### src/rtl/decode_pkg.sv
// Shared types and elaboration-time checks for the decode pipeline.
package decode_pkg;

   typedef enum logic [1:0] {EMPTY, ONE, TWO} state_t;

   localparam int IN_W_MAX = 8;

   function automatic bit widths_ok(input int in_w, input int out_w);
      return (in_w >= 1) && (in_w <= IN_W_MAX) && (out_w >= 2) && (out_w <= (1 << in_w));
   endfunction

endpackage

### src/rtl/decode_pipe_core.sv
// Combinational binary code -> one-hot (or thermometer with DECODE_THERMO_EN) plus range error.
module decode_core #(
   parameter int IN_W  = 3,
   parameter int OUT_W = 8
) (
   input  logic [IN_W-1:0]  code,
`ifdef DECODE_THERMO_EN
   input  logic             thermo,
`endif
   output logic [OUT_W-1:0] y,
   output logic             err
);

   // One extra bit so OUT_W == 2**IN_W is representable without aliasing to zero.
   localparam logic [IN_W:0] LIMIT = (IN_W + 1)'(OUT_W);

   logic [IN_W:0] code_x;
   assign code_x = {1'b0, code};

   always_comb begin
      err = (code_x >= LIMIT);
      y   = '0;
      for (int i = 0; i < OUT_W; i++) begin
`ifdef DECODE_THERMO_EN
         y[i] = thermo ? (code_x >= (IN_W + 1)'(i)) : (code_x == (IN_W + 1)'(i));
`else
         y[i] = (code_x == (IN_W + 1)'(i));
`endif
      end
   end

endmodule

### src/rtl/decode_pipe.sv
// Registered decoder with 2-entry skid output stage; in_ready is a flop, independent of out_ready.
// Optional thermometer decode enabled by DECODE_THERMO_EN.
module decode_pipe
   import decode_pkg::*;
#(
   parameter int IN_W  = 3,
   parameter int OUT_W = 8
) (
   input  logic             clk,
   input  logic             rst,
   input  logic             in_valid,
   output logic             in_ready,
   input  logic [IN_W-1:0]  in_data,
`ifdef DECODE_THERMO_EN
   input  logic             in_thermo,
`endif
   output logic             out_valid,
   input  logic             out_ready,
   output logic [OUT_W-1:0] out_y,
   output logic             out_err
);

   generate
      if (!widths_ok(IN_W, OUT_W)) begin : g_bad_widths
         $error("decode_pipe: illegal IN_W/OUT_W combination");
      end
   endgenerate

   typedef struct packed {
      logic [OUT_W-1:0] y;
      logic             err;
   } res_t;

   state_t           state_q, state_d;
   res_t             main_q, main_d;
   res_t             skid_q, skid_d;
   res_t             dec;
   logic             in_ready_q, in_ready_d;
   logic [OUT_W-1:0] dec_y;
   logic             dec_err;
   logic             accept;

   decode_core #(
      .IN_W  (IN_W),
      .OUT_W (OUT_W)
   ) u_core (
      .code   (in_data),
`ifdef DECODE_THERMO_EN
      .thermo (in_thermo),
`endif
      .y      (dec_y),
      .err    (dec_err)
   );

   assign dec    = '{y: dec_y, err: dec_err};
   assign accept = in_valid && in_ready_q;

   always_comb begin
      state_d = state_q;
      main_d  = main_q;
      skid_d  = skid_q;
      case (state_q)
         EMPTY: begin
            if (accept) begin
               state_d = ONE;
               main_d  = dec;
            end
         end
         ONE: begin
            if (accept && out_ready) begin
               main_d = dec;
            end else if (accept) begin
               state_d = TWO;
               skid_d  = dec;
            end else if (out_ready) begin
               state_d = EMPTY;
            end
         end
         TWO: begin
            // in_ready is low here, so no new code can arrive this cycle.
            if (out_ready) begin
               state_d = ONE;
               main_d  = skid_q;
            end
         end
         default: state_d = EMPTY;
      endcase
      in_ready_d = (state_d != TWO);
   end

   always_ff @(posedge clk or posedge rst) begin
      if (rst) begin
         state_q    <= EMPTY;
         main_q     <= '0;
         skid_q     <= '0;
         in_ready_q <= 1'b1;
      end else begin
         state_q    <= state_d;
         main_q     <= main_d;
         skid_q     <= skid_d;
         in_ready_q <= in_ready_d;
      end
   end

   assign in_ready  = in_ready_q;
   assign out_valid = (state_q != EMPTY);
   assign out_y     = main_q.y;
   assign out_err   = main_q.err;

endmodule
### config.mk
export PLATFORM = sky130hd
export DESIGN_NAME = decode_pipe
export DESIGN_NICKNAME = d
export VERILOG_FILES = /design/src/rtl/decode_pkg.sv /design/src/rtl/decode_pipe_core.sv /design/src/rtl/decode_pipe.sv
export SDC_FILE = /design/constraint.sdc
export NUM_CORES = 1
export LEC_CHECK = 0
export CORE_MARGIN = 3
export CORE_UTILIZATION = 53
export CTS_BUF_LIST = sky130_fd_sc_hd__clkbuf_8
export DETAILED_ROUTE_END_ITERATION = 10
export PLACE_DENSITY = 0.86
export SYNTH_ARGS = -nofsm -noshare
export SYNTH_HDL_FRONTEND = slang
export SYNTH_SLANG_ARGS = --single-unit
### constraint.sdc
create_clock -name clk -period 1.9 [get_ports clk]
set_input_delay 0.285 -clock clk [delete_from_list [all_inputs] [get_ports clk]]
set_output_delay 0.285 -clock clk [all_outputs]
set_load 0.01 [all_outputs]
Yosys cells after proc, flatten, opt, wreduce, memory -nomap -nowiden. Cells that the tools add are included. W data, S select, Z words.

Bits in latches: 0. ROM bits: 0. Register bits: 21. Output and inout bits: 11. RAM bits: 0. Memories: 0.

Multiplexer cells: 10. Add/sub/neg operators: 0. Divide/modulo/power cells: 0. Order comparisons: 1. Bitwise logic cells: 1. Reduce and logical (&&, ||, !) cells: 8. Shifts and indexed selects: 0. Multiply operators: 0. Equality and inequality tests: 13.

Operators by type and width (number): $mux W9 (3); $pmux W9 S3 (1); $eq A3 B3 Y1 const B (4); $mux W2 (5); $ne A2 B2 Y1 const B (4); $eq A3 B2 Y1 const B (2); $pmux W2 S3 (1); $ge A3 B4 Y1 const B (1); $logic_not A4 Y1 (1); $reduce_and A4 Y1 (1); $eq A3 B1 Y1 const B (1); $reduce_and A3 Y1 (1); $reduce_bool A3 Y1 (1); $eq A2 B1 Y1 const B (1); $eq A2 B2 Y1 const B (1); $logic_and A1 B1 Y1 (2); $logic_not A2 Y1 (1); $reduce_bool A2 Y1 (1); $not A1 Y1 (1).

Depth between registers and ports, before layout.
Word-level depth: 5. Mapped depth: 5. Gate-level depth less buffers: 3.

Cells and area by module. Synthesis repeated with hierarchy kept, for this count alone.

Cells, all modules: 76. Area total of the unflattened synthesis: 1024.7 um2.

By module, submodules not included: decode_pipe (area an instance 948.4 um2, seq. area each 526.8 um2, times used 1, cells an instance 66); decode_core (area an instance 76.3 um2, seq. area each 0.0 um2, times used 1, cells an instance 10).

Worst setup path after synthesis. No wires, ideal clock.

Path kind: reg-to-reg. Start: reg in_ready_q, in the netlist in_ready. End: reg main_q (netlist bit out_y[0]). Setup slack: 298 ps. Stages on the path, launching flop included: 4. Period minus slack after synthesis: 1602 ps. Setup time: 125 ps. Arrival: 1478 ps. Required time: 1775 ps. Cells stage by stage: dfstp_2 > nand2_1 > o31ai_4 > mux2_2.

Cells in the longest elaborated chain, start to end: 4. Elaborated cells between the ends (all ways): 5. Classes of those cells: eq/ne (2); reduce/logical (3).

Ends and longest elaborated chain: from (decl) (line decode_pipe.sv:38) `logic in_ready_q, in_ready_d;`; from (signal assigned) (line decode_pipe.sv:101) `in_ready_q <= in_ready_d;`; $logic_and A1 B1 Y1 (*) (line decode_pipe.sv:56) `assign accept = in_valid && in_ready_q;`; $logic_and A1 B1 Y1 (line decode_pipe.sv:70) `if (accept && out_ready) begin`; $ne A2 B2 Y1 (no line); $reduce_and A4 Y1 (no line) (*); to (signal assigned) (line decode_pipe.sv:99) `main_q <= main_d;`; to (decl) (line decode_pipe.sv:35) `res_t main_q, main_d;`.

Mark *: on every way between the ends. The rest lies on a longest branch, timed or not. A chain may end at the register's enable or synchronous reset.

Worst setup path after layout.
Start: reg state_q[1]. End: out out_valid.

Cells in the longest elaborated chain, start to end: 1.

Ends and longest elaborated chain: from (decl) (line decode_pipe.sv:34) `state_t state_q, state_d;`; from (signal assigned) (line decode_pipe.sv:98) `state_q <= state_d;`; $reduce_bool A2 Y1 (line decode_pipe.sv:106) `assign out_valid = (state_q != EMPTY);`; to (decl) (line decode_pipe.sv:17) `output logic out_valid,`.

Every way passes these cells.

==> run metrics <==
clk slew on worst S/H paths 0.07 ns; Critical Path AT 1.50 ns; die height 48.5 microns; R2R Path Start in_ready; Die Width 48.5 microns; first-pass GRT wire length 3330 microns; register share of total power 43.8%; Sw Share 28.4%; Logic pwr share 36.7%; initial core utilization 60.0%; CTS root buf clkbuf_8; vias in the first global route 722; Synth Register Bits 19; Clock Skew 0.00361 ns; Pint 995 uW; fmax 559 MHz; Final HPWL DP 1320 microns; Core Util, Final 77.1%; multi-input logic area 452 sq um; CTS sink count 19; nature of the critical path startpoint register; Cells after Synth 70; Final ANT Viol Nets 0; PwrDens 1130 nW/um^2; die area 2350 sq um; DRC Markers 0; Pleak 0.000584 uW; Pins Over Slew Limit 0; IO Port Bufs 16; Setup Viol. Count Final 0; Ys Warns 0; number of diodes 0; Final GP Congestion 0.753; clock power share 19.4%; # Post-CTS Setup Buffers 0; routed via count 624; slowest CP cell clkdlybuf4s50_1; # hold bufs at CTS 0; row cnt 14; initial antenna violation count 0; HP Class primary input to async pin; # IOs 18; syn_nets 77; setup tns final 0 ns; Avg WL per Cell 15.9 microns; Starting DRT DRC Count 10; GRT Util Overall 18.7%; Synth Area per Inst 13.7 sq um; CTS tree done; worst-path cell chain or2_2, clkdlybuf4s50_1; post-synthesis sequential area ratio 49.9%; final net count 101; max-cap violations 0; Area growth, synth to finish 28.5%; vias per cell 5.33; sw power 394 uW; WL final 1870 microns; CP Max Fanout 6; worst setup path start state_q[1]; crit-path max cell delay 0.48 ns; GRT overflow 0; core footprint 1590 sq um; CP Class register to primary output; WHS 0.374 ns; Yosys cell types 23; CP required 1.62 ns; RSZ-0062 raised after global routing no; clk buf depth 2; status finished, final reports clean; Max VDD drop 0.736 mV; # fillers 104; crit end category primary output; Cell Area, Synth 956 sq um; sequential cell area 477 sq um; Final Hold Viols 0; CTS H-tree lvls 1; layout cell share with drive strength beyond 1 41.9%; min Tclk post-route 1.79 ns; fin crit share 94.1%; largest net degree at the start of global routing 20; clock latency at the later pin of the worst-skew pair 0.25 ns; CTS buffer count 3; Initial DRT Pass Iterations 4; Post-CTS Resized 0
==> cell usage in the layout, fill, tap and decap left out, types with 2 or more instances in the layout <==
cell,instances
mux2_2,24
dfrtp_1,18
clkdlybuf4s50_1,16
buf_4,5
nor3b_1,3
and3b_1,3
inv_1,3
clkbuf_8,3
nand2_1,2
==> synthesized netlist by cell type, drive strengths merged <==
library cell / instances / area [sq um]
and3b: 3 / 26.3
mux2: 24 / 270
a21o: 1 / 8.76
nand2b: 1 / 6.26
nand3b: 1 / 7.51
nand4b: 1 / 8.76
or2: 1 / 6.26
o21a: 1 / 7.51
nor3b: 4 / 41.3
nor3: 1 / 5.00
and2b: 1 / 8.76
nand2: 2 / 7.51
mux2i: 1 / 10.0
inv: 2 / 7.51
buf: 3 / 20.0
conb: 1 / 3.75
dfstp: 1 / 26.3
and3: 1 / 6.26
o22ai: 1 / 6.26
o31ai: 1 / 21.3
dfrtp: 18 / 450
==> power by group through the flow <==
stage | Combinational, uW | Sequential [uW] | Clock (uW)
after CTS | 517 | 609 | 276
after global placement | 501 | 605 | 0
after detailed placement | 513 | 614 | 0
final | 510 | 608 | 270
after global routing | 546 | 629 | 295
after floorplan | 276 | 615 | 0
==> per-layer routing <==
metal | global-route usage, % | wire (microns)
met5 | 0 | 0
met4 | 12.3 | 53
met3 | 3.99 | 44
met2 | 30.0 | 937
met1 | 22.5 | 832
==> worst max-delay path: cells and delay by family, from the launching register on <==
kind | cells | cell delay [ns]
DFF | 1 | 0.46
buffers and inverters | 1 | 0.48
and+or+nand+nor | 1 | 0.32
==> registers in the layout, summed over array words and instances, names as in the netlist <==
register  count
out_y         8
skid_q        8
state_q       2
in_ready      1
==> final cells by class <==
class                           count  area share, %
Multi-Input combinational cell     46           36.8
Timing Repair Buffer               22           17.7
Sequential cell                    19           38.8
Clock inverter                      1          0.305
Inverter                            2          0.611
Tap cell                           24           2.44
Clock buffer                        3           3.36
==> metrics by stage <==
stage	instance area (sq um)	total power, uW	worst slack [ns]	instances
2_1_floorplan	956	892	0.298	70
3_3_place_gp	1180	1110	0.0782	113
3_5_place_dp	1180	1130	0.0529	113
4_1_cts	1230	1400	0.109	117
5_1_grt	1230	1470	0.0654	117
6_report	1230	1390	0.112	117
==> path summary, 6_finish.rpt <==
| kind | endpoint | slack, ns | cells after the start |
|---|---|---|---|
| hold / removal | state_q[0] | 0.37 | 3 |
| max in group asynchronous | in_ready | 1.26 | 3 |
| setup reg to reg | out_y[0] | 0.28 | 4 |
| min in group clk | skid_q[7] | 0.51 | 1 |
| hold reg to reg | skid_q[7] | 0.51 | 1 |
| setup / recovery | out_valid | 0.11 | 2 |
==> cells by family (layout without fill, tap and decap cells) <==
logic type	after synthesis	count (layout)	share of synthesized area, %
buffers and inverters	5	28	2.88
other	1	1	0.392
muxes	25	25	29.3
AOI/OAI and AO/OA	4	4	4.58
DFF	19	19	49.9
and+or+nand+nor	16	16	13.0
No activity file was read; power rests on OpenSTA's default activity.
